<file path="src/rtl/i2c_pkg.sv">
// Shared definitions for the I2C write sequencer: FSM encoding and address-byte helpers.
package i2c_pkg;

  typedef enum logic [2:0] {
    ST_IDLE,
    ST_ADDR,
    ST_WAIT_BYTE,
    ST_NEXT,
    ST_STOP,
    ST_WAIT_STOP,
    ST_DONE
  } seq_state_t;

  localparam logic I2C_WRITE_BIT   = 1'b0;
  localparam int   I2C_ADDR_W      = 7;
  localparam int   I2C_ADDR_BYTE_W = I2C_ADDR_W + 1;

  function automatic logic [I2C_ADDR_BYTE_W-1:0] addr_byte(input logic [I2C_ADDR_W-1:0] addr);
    return {addr, I2C_WRITE_BIT};
  endfunction

endpackage

</file>
<file path="src/rtl/i2c_byte_fifo.sv">
// DEPTH-deep circular byte buffer with full/empty/count; the head byte is visible
// combinationally on rd_data so a pop and its data share one cycle.
module i2c_byte_fifo #(
  parameter int DEPTH = 4
) (
  input  logic                     clk,
  input  logic                     reset,
  input  logic                     flush,
  input  logic                     wr_en,
  input  logic [7:0]               wr_data,
  input  logic                     rd_en,
  output logic [7:0]               rd_data,
  output logic                     full,
  output logic                     empty,
  output logic [$clog2(DEPTH):0]   count
);
  localparam int AW = $clog2(DEPTH);
  localparam int CW = AW + 1;

  logic [7:0]    mem_q [DEPTH];
  logic [AW-1:0] wr_ptr_q, wr_ptr_d;
  logic [AW-1:0] rd_ptr_q, rd_ptr_d;
  logic [CW-1:0] count_q, count_d;
  logic          wr_ok, rd_ok;

  assign full    = (count_q == CW'(DEPTH));
  assign empty   = (count_q == '0);
  assign count   = count_q;
  assign rd_data = mem_q[rd_ptr_q];
  assign wr_ok   = wr_en && !full;
  assign rd_ok   = rd_en && !empty;

  // DEPTH is a power of two, so pointer overflow is the modulo wrap.
  always_comb begin
    wr_ptr_d = wr_ptr_q;
    rd_ptr_d = rd_ptr_q;
    count_d  = count_q;
    if (flush) begin
      wr_ptr_d = '0;
      rd_ptr_d = '0;
      count_d  = '0;
    end else begin
      if (wr_ok) wr_ptr_d = wr_ptr_q + AW'(1);
      if (rd_ok) rd_ptr_d = rd_ptr_q + AW'(1);
      count_d = count_q + CW'(wr_ok) - CW'(rd_ok);
    end
  end

  always_ff @(posedge clk or negedge reset) begin
    if (!reset) begin
      wr_ptr_q <= '0;
      rd_ptr_q <= '0;
      count_q  <= '0;
    end else begin
      wr_ptr_q <= wr_ptr_d;
      rd_ptr_q <= rd_ptr_d;
      count_q  <= count_d;
    end
  end

  always_ff @(posedge clk) begin
    if (wr_ok && !flush) mem_q[wr_ptr_q] <= wr_data;
  end

endmodule

</file>
<file path="src/rtl/i2c_write_sequencer.sv">
// Runs one I2C write (START, address+W, buffered payload, STOP) through the byte-level master.
// Optional per-byte watchdog and err flag are built only with I2C_SEQ_TIMEOUT_EN defined.
module i2c_write_sequencer
  import i2c_pkg::*;
#(
  parameter int DEPTH   = 4,
  parameter int TIMEOUT = 100000
) (
  input  logic                       clk,
  input  logic                       reset,
  input  logic                       buf_wr,
  input  logic [7:0]                 buf_wdata,
  output logic                       buf_full,
  output logic [$clog2(DEPTH):0]     buf_count,
  output logic                       buf_ovf,
  input  logic                       cmd_go,
  input  logic [I2C_ADDR_W-1:0]      cmd_addr,
  output logic                       busy,
  output logic                       done,
  output logic                       err,
  output logic [I2C_ADDR_BYTE_W-1:0] m_tx_data,
  output logic                       m_start,
  output logic                       m_stop,
  output logic                       m_i2c_en,
  input  logic                       m_ready,
  input  logic                       m_tx_done
);
  localparam int CW = $clog2(DEPTH) + 1;

  if (DEPTH < 2 || (DEPTH & (DEPTH - 1)) != 0 || TIMEOUT < 2) begin : g_bad_params
    $error("i2c_write_sequencer: DEPTH must be a power of two >= 2 and TIMEOUT >= 2");
  end

  seq_state_t    state_q, state_d;
  logic [CW-1:0] rem_q, rem_d;
  logic [7:0]    tx_data_q, tx_data_d;
  logic          ovf_q, ovf_d;
  logic          stop_settle_q, stop_settle_d;
  logic          fifo_wr, fifo_pop, fifo_flush, fifo_full, fifo_empty;
  logic [7:0]    fifo_head;
  logic [CW-1:0] fifo_count;
  logic          go;

`ifdef I2C_SEQ_TIMEOUT_EN
  localparam int WW = $clog2(TIMEOUT) + 1;
  logic [WW-1:0] wd_q, wd_d;
  logic          err_q, err_d;
  assign err = err_q;
`else
  assign err = 1'b0;
`endif

  assign busy      = (state_q != ST_IDLE) && (state_q != ST_DONE);
  assign done      = (state_q == ST_DONE);
  assign m_i2c_en  = busy;
  assign buf_ovf   = ovf_q;
  assign buf_full  = fifo_full;
  assign buf_count = fifo_count;
  assign go        = cmd_go && (state_q == ST_IDLE);
  assign fifo_wr   = buf_wr && !fifo_full && !busy;
  assign m_tx_data = fifo_pop ? fifo_head : tx_data_q;

  i2c_byte_fifo #(
    .DEPTH (DEPTH)
  ) u_fifo (
    .clk     (clk),
    .reset   (reset),
    .flush   (fifo_flush),
    .wr_en   (fifo_wr),
    .wr_data (buf_wdata),
    .rd_en   (fifo_pop),
    .rd_data (fifo_head),
    .full    (fifo_full),
    .empty   (fifo_empty),
    .count   (fifo_count)
  );

  // m_start/m_stop are combinational on m_ready so the request lands in the same cycle the master is ready.
  always_comb begin
    state_d       = state_q;
    rem_d         = rem_q;
    tx_data_d     = tx_data_q;
    ovf_d         = ovf_q;
    stop_settle_d = stop_settle_q;
    fifo_pop      = 1'b0;
    fifo_flush    = 1'b0;
    m_start       = 1'b0;
    m_stop        = 1'b0;
`ifdef I2C_SEQ_TIMEOUT_EN
    err_d         = err_q;
    wd_d          = '0;
`endif

    if (go) ovf_d = 1'b0;
    if (buf_wr && !fifo_wr) ovf_d = 1'b1;

    case (state_q)
      ST_IDLE: begin
        if (go) begin
          tx_data_d = addr_byte(cmd_addr);
          rem_d     = fifo_count;
          state_d   = ST_ADDR;
`ifdef I2C_SEQ_TIMEOUT_EN
          err_d     = 1'b0;
`endif
        end
      end
      ST_ADDR: begin
        if (m_ready) begin
          m_start = 1'b1;
          state_d = ST_WAIT_BYTE;
        end
      end
      ST_WAIT_BYTE: begin
        if (m_tx_done) state_d = (rem_q != '0 && !fifo_empty) ? ST_NEXT : ST_STOP;
      end
      ST_NEXT: begin
        if (m_ready) begin
          fifo_pop  = 1'b1;
          m_start   = 1'b1;
          tx_data_d = fifo_head;
          rem_d     = rem_q - CW'(1);
          state_d   = ST_WAIT_BYTE;
        end
      end
      ST_STOP: begin
        if (m_ready) begin
          m_stop        = 1'b1;
          stop_settle_d = 1'b1;
          state_d       = ST_WAIT_STOP;
        end
      end
      ST_WAIT_STOP: begin
        if (stop_settle_q) stop_settle_d = 1'b0;
        else if (m_ready)  state_d = ST_DONE;
      end
      ST_DONE: state_d = ST_IDLE;
      default: state_d = ST_IDLE;
    endcase

`ifdef I2C_SEQ_TIMEOUT_EN
    if ((state_q == ST_WAIT_BYTE || state_q == ST_WAIT_STOP) && state_d == state_q) begin
      if (wd_q == WW'(TIMEOUT - 1)) begin
        err_d         = 1'b1;
        fifo_flush    = 1'b1;
        stop_settle_d = 1'b0;
        state_d       = ST_IDLE;
      end else begin
        wd_d = wd_q + WW'(1);
      end
    end
`endif
  end

  always_ff @(posedge clk or negedge reset) begin
    if (!reset) begin
      state_q       <= ST_IDLE;
      rem_q         <= '0;
      tx_data_q     <= '0;
      ovf_q         <= 1'b0;
      stop_settle_q <= 1'b0;
`ifdef I2C_SEQ_TIMEOUT_EN
      err_q         <= 1'b0;
      wd_q          <= '0;
`endif
    end else begin
      state_q       <= state_d;
      rem_q         <= rem_d;
      tx_data_q     <= tx_data_d;
      ovf_q         <= ovf_d;
      stop_settle_q <= stop_settle_d;
`ifdef I2C_SEQ_TIMEOUT_EN
      err_q         <= err_d;
      wd_q          <= wd_d;
`endif
    end
  end

endmodule
</file>
<file path="config.mk">
export PLATFORM = sky130hd
export DESIGN_NAME = i2c_write_sequencer
export DESIGN_NICKNAME = d
export VERILOG_FILES = /design/src/rtl/i2c_pkg.sv /design/src/rtl/i2c_byte_fifo.sv /design/src/rtl/i2c_write_sequencer.sv
export SDC_FILE = /design/constraint.sdc
export NUM_CORES = 1
export LEC_CHECK = 0
export BUFFER_PORTS_ARGS = -buffer_cell sky130_fd_sc_hd__buf_2
export CAP_MARGIN = 40
export CORE_ASPECT_RATIO = 0.8
export CORE_MARGIN = 3
export CORE_UTILIZATION = 40
export DETAILED_ROUTE_END_ITERATION = 8
export GPL_ROUTABILITY_DRIVEN = 0
export PLACE_DENSITY_LB_ADDON = 0.25
export SLEW_MARGIN = 20
export SYNTH_ARGS = -nofsm -noshare
export SYNTH_HDL_FRONTEND = slang
export SYNTH_SLANG_ARGS = --single-unit
</file>
<file path="constraint.sdc">
create_clock -name clk -period 5.65 [get_ports clk]
set_input_delay 1.695 -clock clk [delete_from_list [all_inputs] [get_ports clk]]
set_output_delay 1.695 -clock clk [all_outputs]
set_load 0.03 [all_outputs]
</file>
Yosys cells after proc, flatten, opt, wreduce, memory -nomap -nowiden. Memories as Yosys holds them, arrays and structs flattened. Cells that the tools add are included.

Register bits after elaboration: 23. Bits in writable memories: 32. Logic and storage cells: 77. Memories kept: 1.

Add/subtract/negate cells: 5. Equal/unequal tests: 15. Multiplexer cells: 25. Reduce and logical (&&, ||, !) cells: 23.

Memories: u_fifo.mem_q (depth 4, width 8, rd ports 1, clocked after memory_dff 0, write ports 1, line i2c_byte_fifo.sv:20) `logic [7:0] mem_q [DEPTH];`.

Operators with widths (count): 3-bit two-way mux (9); 8-bit two-way mux (3); 8-bit one-hot mux with 2 select lines (1); 3-bit one-hot mux with 5 select lines (1); 3-bit == test (second input constant) (4); 2-bit != test (second input constant) (6); 1-bit two-way mux (9); 1-bit logical AND (8); 3-bit by 2-bit == test with 1-bit output (second input constant) (2); 3-bit logical NOT (2); 3-bit one-hot mux with 2 select lines (1); 6-bit AND reduction (1); 2-bit nonzero test (3); 3-bit nonzero test (2); 2-bit by 1-bit adder with 2-bit output (second input constant) (2); 1-bit logical NOT (4); 3-bit by 1-bit adder with 3-bit output (1); 3-bit by 1-bit == test with 1-bit output (second input constant) (1); 3-bit != test (second input constant) (1); 3-bit AND reduction (1); 3-bit by 1-bit subtractor with 3-bit output (1); 3-bit by 1-bit subtractor with 3-bit output (second input constant) (1); 2-bit by 1-bit != test with 1-bit output (second input constant) (1); 1-bit one-hot mux with 2 select lines (1); other kinds (2) (2).

Depth between registers and ports, before layout. Gate-level depths: netlist of run 1.

Depth after elaboration: 7. Depth in mapped cells: 11. Gate-level depth less buffers: 9.

Modules after synthesis. A second synthesis of run 1 with hierarchy kept.

Cell total of the unflattened synthesis: 218. Area total of the unflattened synthesis: 2732.6 um2.

By module, submodules not included: i2c_byte_fifo (instances 1, cells each 90, area an instance 1619.1 um2); i2c_write_sequencer (instances 1, cells each 128, area an instance 1113.6 um2).

Least setup slack after synthesis of run 1. Ideal clock, no wire load.

Path kind: input-to-output. Start: input m_ready. End: output m_tx_data[0]. Data arrival time: 2.598 ns. Setup slack: 1.357 ns. Stages: 6. Path through: buf_2 and4b_1 buf_4 buf_4 nand2_1 nand2_1.

Cells in the longest elaborated chain, start to end: 3.

Ends and longest elaborated chain: from (decl) (line i2c_write_sequencer.sv:25) `input logic m_ready,`; 1-bit two-way mux (line i2c_write_sequencer.sv:118) `if (m_ready) begin`; 1-bit two-way mux (line i2c_write_sequencer.sv:97) `case (state_q)`; 8-bit two-way mux (line i2c_write_sequencer.sv:61) `assign m_tx_data = fifo_pop ? fifo_head : tx_data_q;`; to (decl) (line i2c_write_sequencer.sv:21) `output logic [I2C_ADDR_BYTE_W-1:0] m_tx_data,`.

No other way between the ends.

Worst setup path after layout of run 1.
Start: input m_ready. End: output m_tx_data[4].

The elaborated chain is that of the path after synthesis.

==> reports/metrics.yaml, run 1 <==
detailed_routing:
  drt_wl_total_mm: 5.01
  postRouteAntennaNets: 0
  first_pass_iters: 4
  via_count: 1632
  dr.first_iter.drc_count: 90
  viasPerCell: 5.10
  wl_per_cell_microns: 15.7
  post-route-drc-count: 0
setup_path:
  cp_max_fo: 19
  regToRegStartpoint: "state_q[0]"
  rr_worst_depth: 9
  r2r_setup_slack_ps: 2670
  cp-start-kind: "input pin"
  required_ps: 3950
  crit_arrival_ps: 2940
  path_class: "input pin to output port"
  timing.rr.end: "u_fifo.count[2]"
  end_kind: "output port"
layout:
  drive_above_1_share_pct: 27.2
  fillCellCount: 556
  layout.nets: 268
  layout_commonest_cell: "nand2_1"
  n_antenna_cell: 0
  syn2layout_area_growth_pct: 11.6
  final_cell_mix: "41 x nand2_1, 38 x buf_2, 32 x edfxtp_1"
synth:
  synth_largest_area_cell: "edfxtp_1"
  synth_edf_count: 32
  avgSynthCellArea_sq_um: 12.9
  synth_top_cell_area_share_pct: 36.2
  yosys-top-cells-area: "edfxtp_1 36%, dfrtp_1 22%, mux4_2 6.8%, nand2_1 5.8%, ha_1 3.8%"
  synth.net_count: 235
  ys_seq_area_share_pct: 57.9
  ys.flop_type: "edfxtp_1"
  syn_area_sq_um: 2650
  synthCells: 205
  yosys_warnings: 0
  synth_cell_types: 43
  synthArstFlopShare_pct: 41.8
  synth_seq_cells: 55
timing:
  period_share_pct: 82.0
  final-setup-viol-count: 0
  tns_ps: 0
  worstMarginPinSlew_ps: 662
  fmaxAchievable_mhz: 216
  finClkSkew_ps: 13.4
  rsz0062_at_grt: "no"
  hold_violations: 0
  slew_headroom_pct: 55.8
  period_needed_ps: 4630
  slew_violations: 0
clock_tree:
  clock_latency_ps: 310
  cts_tree: "built"
  clk_pin_slew_ps: 100
  numCtsBuffers: 5
  htreeDepth: 2
  cts.path.max_buffers: 2
  cts_resized: 0
  cts_setup_buffers: 0
  hold_buffers: 0
  root_buffer: "clkbuf_8"
  cts.sinks: 55
global_route:
  grt_max_degree: 24
  grt-ovfl-total: 0
  grt_pass1_vias: 1690
  antenna_found_initial: 0
  grt_pass1_wl_mm: 8.57
  track_usage_pct: 14.2
min_path:
  hold_end: "buf_ovf"
  holdCritStartpoint: "buf_ovf"
  worstHoldPathType: "flop to flop"
  hold_depth: 2
floorplanning:
  die_w_microns: 97.1
  io_pins: 40
  core_area_sq_um: 6160
  die_area_sq_um: 7650
  die_h_microns: 78.9
  start_util_pct: 43.1
  num_rows: 25
status:
  status: "complete, no violations"
job:
  maxCapViolations: 0
placed_design:
  io_buffers: 38
  dp_hpwl_mm: 3.63
pwr:
  power_density_nw_per_um2: 543
  p_leak_nw: 1.23
  finalPower_mw: 1.61
  peakVddDrop_mv: 0.334
==> metal layers <==
layer  vias to the layer above  routed length (microns)  track usage [%]
li1                        794                        -                -
met2                        33                     2260             21.4
met3                         5                      220             3.34
met5                         -                        0                0
met1                       800                     2490             20.6
met4                         0                       46             3.79
==> critical path: stages <==
cell and delay (ps):
buf_2 160, and4b_1 660, nand2_1 120, nand2_1 100, buf_2 200
==> stage by stage <==
| step | hold slack [ps] | std cells | util, % | worst slack, ps | cell area [sq um] |
|---|---|---|---|---|---|
| 6_report | 493 | 320 | 48.0 | 1020 | 2960 |
| 4_1_cts | 506 | 320 | 48.0 | 1030 | 2960 |
| 5_1_grt | 523 | 320 | 48.0 | 879 | 2960 |
| 2_1_floorplan | 466 | 205 | - | 1360 | 2650 |
| 3_5_place_dp | 479 | 312 | 46.5 | 1030 | 2870 |
| 3_3_place_gp | 470 | 312 | 46.5 | 1050 | 2870 |
==> registers in the layout, summed over array words and instances, names as in the netlist <==
signal	count
u_fifo.mem_q	32
tx_data_q	8
rem_q	3
state_q	3
u_fifo.count	3
u_fifo.rd_ptr_q	2
u_fifo.wr_ptr_q	2
buf_ovf	1
stop_settle_q	1
==> layout make-up <==
cell class	count	area (sq um)	area share, %
clock inverter	3	26.3	0.888
clock buffer	5	68.8	2.32
timing repair buffer	38	190	6.42
tap	81	101	3.42
sequential	55	1540	51.9
multi-input combinational	126	992	33.5
inverter	12	45.0	1.52
==> synth_stat cells, drive strengths merged (3+ instances only) <==
| cell type | number |
|---|---|
| a31oi | 7 |
| ha | 8 |
| nand3 | 3 |
| edfxtp | 32 |
| dfrtp | 23 |
| nor3 | 7 |
| and2 | 5 |
| buf | 11 |
| nor3b | 3 |
| inv | 12 |
| nand2 | 42 |
| mux2i | 3 |
| mux4 | 8 |
| a21oi | 4 |
| xnor2 | 4 |
==> worst max path at each step <==
| stage | slack [ps] | start | depth (start not counted) | end |
|---|---|---|---|---|
| after floorplan | 1360 | m_ready | 6 | m_tx_data[0] |
| after global placement | 1050 | m_ready | 5 | m_tx_data[2] |
| after detailed placement | 1030 | m_ready | 5 | m_tx_data[4] |
| after CTS | 1030 | m_ready | 5 | m_tx_data[4] |
| after global routing | 880 | m_ready | 5 | m_tx_data[5] |
| final | 1020 | m_ready | 5 | m_tx_data[4] |
==> kinds of logic (layout without fill, tap and decap cells) <==
logic type | after synthesis | in the layout | share of synthesized area, %
flops | 55 | 55 | 57.9
xor+xnor | 6 | 6 | 1.98
compound gates | 21 | 21 | 5.80
mux | 13 | 13 | 8.77
buf+inv | 24 | 58 | 4.71
simple gates | 76 | 76 | 16.2
fa+ha+maj | 9 | 9 | 4.53
other cells | 1 | 1 | 0.141
==> power breakdown <==
part	switching [mW]	total (mW)	internal (mW)
sequential	0.127	0.658	0.532
clock	0.137	0.229	0.0915
combinational	0.430	0.722	0.291
total	0.694	1.61	0.914
No activity file was read; power rests on OpenSTA's default activity.
==> inputs of run 2 (changes only) <==
ABC_AREA = 1   (was unset)
clock period = 4.35 ns   (was 5.65 ns; I/O delays follow)
==> run 2 against run 1 <==
  * Non-clock buffer count unchanged
  * Flip-flop and latch count is the same
  * Die area is 3.8% higher
  * Register-to-register slack worse by 720 ps
  * Sequential share of layout area shrank 1.9 points
  * Cell count increased by 32%
  * Area after synthesis is 4.1% higher
  * Clock skew down 2.4 ps
  * Global-route usage is 1.1 points higher
  * Core utilization shrank 1.0 points
  * Synthesized cell count rose by 48%
  * Hold slack got worse by 1.3 ps
  * Critical endpoint is now m_tx_data[0]
  * Largest power group unchanged
  * Highest routed layer unchanged
==> reports/metrics.yaml, run 2 <==
status:
  status: "complete, no violations"
clock_tree:
  htreeDepth: 2
  clk_pin_slew_ps: 100
  cts_resized: 0
  cts.path.max_buffers: 2
  hold_buffers: 0
  numCtsBuffers: 5
  root_buffer: "clkbuf_8"
  clock_latency_ps: 320
  cts_tree: "built"
  cts.sinks: 55
  cts_setup_buffers: 0
min_path:
  holdCritStartpoint: "tx_data_q[7]"
  hold_end: "tx_data_q[7]"
  hold_depth: 2
  worstHoldPathType: "flop to flop"
layout:
  largest_reg_flops: 32
  seq_area_sq_um: 1540
  top_regs: "u_fifo.mem_q: 32 flops, tx_data_q: 8 flops"
  largest-register: "u_fifo.mem_q"
  post-route-util_pct: 47.0
  n_antenna_cell: 0
  syn2layout_area_growth_pct: 11.2
  fillCellCount: 654
  final_cell_mix: "108 x nand2_1, 38 x buf_2, 32 x edfxtp_1"
  layout_commonest_cell: "nand2_1"
  layout.nets: 366
  drive_above_1_share_pct: 21.1
  final_cells: 421
  multi_input_area_sq_um: 1020
floorplanning:
  io_pins: 40
  core_area_sq_um: 6540
  die_w_microns: 98.9
  start_util_pct: 42.3
  die_h_microns: 80.3
  die_area_sq_um: 7950
  num_rows: 26
setup_path:
  path_class: "input pin to output port"
  required_ps: 3040
  end_kind: "output port"
  regToRegStartpoint: "state_q[0]"
  timing.rr.end: "u_fifo.count[2]"
  crit_arrival_ps: 2030
  r2r_setup_slack_ps: 1950
  cp_max_fo: 3
  cp-start-kind: "input pin"
  rr_worst_depth: 11
placed_design:
  dp_cells: 413
  io_buffers: 38
  dp_hpwl_mm: 3.91
timing:
  period_share_pct: 76.7
  holdWs_ps: 492
  rsz0062_at_grt: "no"
  final-setup-viol-count: 0
  tns_ps: 0
  fmaxAchievable_mhz: 300
  period_needed_ps: 3340
  slew_violations: 0
  hold_violations: 0
  finClkSkew_ps: 11.0
  worstMarginPinSlew_ps: 827
  slew_headroom_pct: 44.7
detailed_routing:
  viasPerCell: 4.69
  first_pass_iters: 4
  dr.first_iter.drc_count: 109
  via_count: 1974
  postRouteAntennaNets: 0
  post-route-drc-count: 0
  wl_per_cell_microns: 13.1
  drt_wl_total_mm: 5.51
synth:
  synth_largest_area_cell: "edfxtp_1"
  avgSynthCellArea_sq_um: 9.12
  synth_cell_types: 28
  syn_area_sq_um: 2760
  synth.net_count: 333
  yosys-top-cells-area: "edfxtp_1 35%, dfrtp_1 21%, nand2_1 15%, nand3_1 5.4%, ha_1 3.6%"
  synthCells: 303
  synth_edf_count: 32
  synth_top_cell_area_share_pct: 34.8
  ys.flop_type: "edfxtp_1"
  yosys_warnings: 0
  synth_seq_cells: 55
  synthArstFlopShare_pct: 41.8
  ys_top_cells_by_count: "108 x nand2_1, 32 x edfxtp_1, 30 x nand3_1, 25 x inv_1, 23 x dfrtp_1"
  synth.most_common_cell: "nand2_1"
  ys_seq_area_share_pct: 55.6
pwr:
  finalPower_mw: 2.14
  p_leak_nw: 1.47
  peakVddDrop_mv: 0.208
  power_density_nw_per_um2: 696
job:
  maxCapViolations: 0
global_route:
  grt_pass1_wl_mm: 9.40
  antenna_found_initial: 0
  track_usage_pct: 15.3
  grt_pass1_vias: 1856
  grt_max_degree: 24
  grt-ovfl-total: 0
## run 2: cell type report
type | count | share of cell area, %
flip-flops and latches | 55 | 50.0
multi-input cells | 204 | 33.1
repair buffers | 38 | 6.19
inverters | 32 | 3.99
well taps | 84 | 3.42
clock buffers | 5 | 2.24
clock inverters | 3 | 1.02
## run 2: stage by stage
stage / instance area, sq um / worst slack (ps)
2_1_floorplan: 2760 / 921
3_3_place_gp: 2970 / 1040
3_5_place_dp: 2970 / 1010
4_1_cts: 3070 / 972
5_1_grt: 3070 / 785
6_report: 3070 / 1010
## run 2: how the worst max path moves through the flow
stage / from / to / slack [ps] / cells past startpoint
4_1_cts: state_q[0] / m_tx_data[3] / 970 / 5
3_3_place_gp: m_ready / m_tx_data[0] / 1040 / 6
6_report: m_ready / m_tx_data[0] / 1010 / 6
3_5_place_dp: m_ready / m_tx_data[0] / 1010 / 6
5_1_grt: u_fifo.rd_ptr_q[1] / m_tx_data[0] / 780 / 7
2_1_floorplan: m_ready / m_tx_data[0] / 920 / 3
## run 2: kinds of logic after synthesis
logic type,Yosys count,share of synthesized area [%]
buf+inv,44,7.52
flops,55,55.6
xor+xnor,4,1.27
other cells,1,0.136
compound gates,19,3.58
fa+ha+maj,9,4.35
simple gates,171,27.5
## run 2: metal layers
layer | up-vias | global-route usage (%) | share of wire (%)
met1 | 903 | 20.5 | 48
met4 | 0 | 4.09 | 0.42
met5 | - | 0 | 0
li1 | 1032 | - | -
met2 | 37 | 25.1 | 47
met3 | 2 | 3.21 | 4.8
## run 2: where the power goes
part	switching, mW	total, mW	internal, mW
logic	0.668	0.983	0.315
clock network	0.187	0.310	0.123
registers	0.151	0.847	0.697
## run 2: worst max-delay path, cell delays in order
cell	delay (ps)
buf_2	120
inv_1	80
nor2_2	150
nand2_1	80
o21ai_0	70
buf_2	220
==> inputs of run 3 (changes only) <==
clock period = 2.7 ns   (was 4.35 ns; I/O delays follow)
==> run 3 against run 2 <==
  * Via count up 3.1%
  * Core utilization up 1.5 points
  * Clock-buffer cell count unchanged
  * Largest cell class unchanged
  * Largest power group unchanged
==> reports/metrics.yaml, run 3 (synthesis results as in run 2) <==
clock_tree:
  hold_buffers: 0
  htreeDepth: 2
  numCtsBuffers: 5
  cts_tree: "built"
  clock_latency_ps: 310
  cts.sinks: 55
  cts.path.max_buffers: 2
  clk_pin_slew_ps: 100
  root_buffer: "clkbuf_8"
layout:
  largest_reg_flops: 32
  layout.nets: 379
  post-route-util_pct: 48.5
  syn2layout_area_growth_pct: 14.9
  final_cell_mix: "108 x nand2_1, 38 x buf_2, 32 x edfxtp_1"
  n_antenna_cell: 0
  fillCellCount: 626
  final_cells: 434
  drive_above_1_share_pct: 24.3
  layout_commonest_cell: "nand2_1"
  largest-register: "u_fifo.mem_q"
  top_regs: "u_fifo.mem_q: 32 flops, tx_data_q: 8 flops"
job:
  maxCapViolations: 0
global_route:
  track_usage_pct: 14.9
  grt_max_degree: 24
  grt-ovfl-total: 0
  grt_pass1_wl_mm: 9.34
  grt_pass1_vias: 1878
  antenna_found_initial: 0
detailed_routing:
  wl_per_cell_microns: 12.5
  first_pass_iters: 4
  via_count: 2035
  drt_wl_total_mm: 5.42
  postRouteAntennaNets: 0
  dr.first_iter.drc_count: 70
  post-route-drc-count: 0
  viasPerCell: 4.69
setup_path:
  required_ps: 1890
  timing.rr.end: "u_fifo.count[2]"
  path_class: "flop to output port"
  cp-start-kind: "flop"
  crit_arrival_ps: 1680
  rr_worst_depth: 11
  regToRegStartpoint: "state_q[0]"
  end_kind: "output port"
  r2r_setup_slack_ps: 380
  cp_max_fo: 15
timing:
  period_needed_ps: 2490
  slew_headroom_pct: 64.6
  final-setup-viol-count: 0
  hold_violations: 0
  worstMarginPinSlew_ps: 531
  fmaxAchievable_mhz: 401
  tns_ps: 0
  finClkSkew_ps: 4.65
  slew_violations: 0
  period_share_pct: 92.3
  rsz0062_at_grt: "no"
floorplanning:
  io_pins: 40
  core_area_sq_um: 6540
  start_util_pct: 42.3
  die_w_microns: 98.9
  num_rows: 26
  die_h_microns: 80.3
  die_area_sq_um: 7950
pwr:
  power_density_nw_per_um2: 1110
  p_leak_nw: 1.53
  peakVddDrop_mv: 0.392
placed_design:
  io_buffers: 38
  dp_hpwl_mm: 4.00
  dp_cells: 426
min_path:
  worstHoldPathType: "input pin to asynchronous set/reset pin"
status:
  status: "complete, no violations"
run 3: per-stage QoR:
stage               hold slack, ps  total power [mW]  setup slack, ps  cell area [sq um]
floorplan                      449              2.63              261               2760
global placement               459              3.05              163               3070
detailed placement             466              3.09             98.0               3070
CTS                            478              3.58             58.7               3170
global route                   500              3.86             45.7               3170
finish                         460              3.53              209               3170
run 3: metal layers:
| layer | track usage [%] | up-vias | share of wire, % |
|---|---|---|---|
| li1 | - | 1053 | - |
| met4 | 4.09 | 0 | 0.83 |
| met5 | 0 | - | 0 |
| met2 | 22.7 | 36 | 47 |
| met3 | 3.13 | 5 | 3.8 |
| met1 | 21.4 | 941 | 49 |
run 3: worst max path at each step:
stage / endpoint / startpoint / depth (start not counted)
6_report: m_tx_data[2] / state_q[1] / 5
4_1_cts: m_tx_data[0] / u_fifo.rd_ptr_q[0] / 6
3_3_place_gp: u_fifo.count[2] / m_ready / 12
3_5_place_dp: u_fifo.count[2] / m_ready / 12
5_1_grt: m_tx_data[0] / u_fifo.rd_ptr_q[0] / 6
2_1_floorplan: m_tx_data[0] / m_ready / 3
run 3: timing repair:
item	CTS	global route
endpoints found under the setup margin	0	7
gates resized for setup	0	1
setup buffers	0	0
run 3: worst max-delay path: stages (launching register included):
cell and delay [ps]:
dfrtp_1 580, nand2_2 110, nor2_4 140, nand2_4 140
o21ai_1 180, buf_2 220
run 3: area by class of cell:
class                           instances  area [sq um]  share of cell area, %
Multi-Input combinational cell        204          1020                   32.1
Inverter                               32           123                   3.86
Clock buffer                            5          68.8                   2.17
Clock inverter                          3          33.8                   1.06
Tap cell                               84           105                   3.31
Timing Repair Buffer                   51           288                   9.07
Sequential cell                        55          1540                   48.4
run 3: power by group:
group          leakage [nW]  switching [mW]  internal (mW)  total [mW]
clock network        0.0515           0.290          0.196       0.486
logic                 0.915            1.16          0.582        1.74
registers             0.568           0.184           1.12        1.31
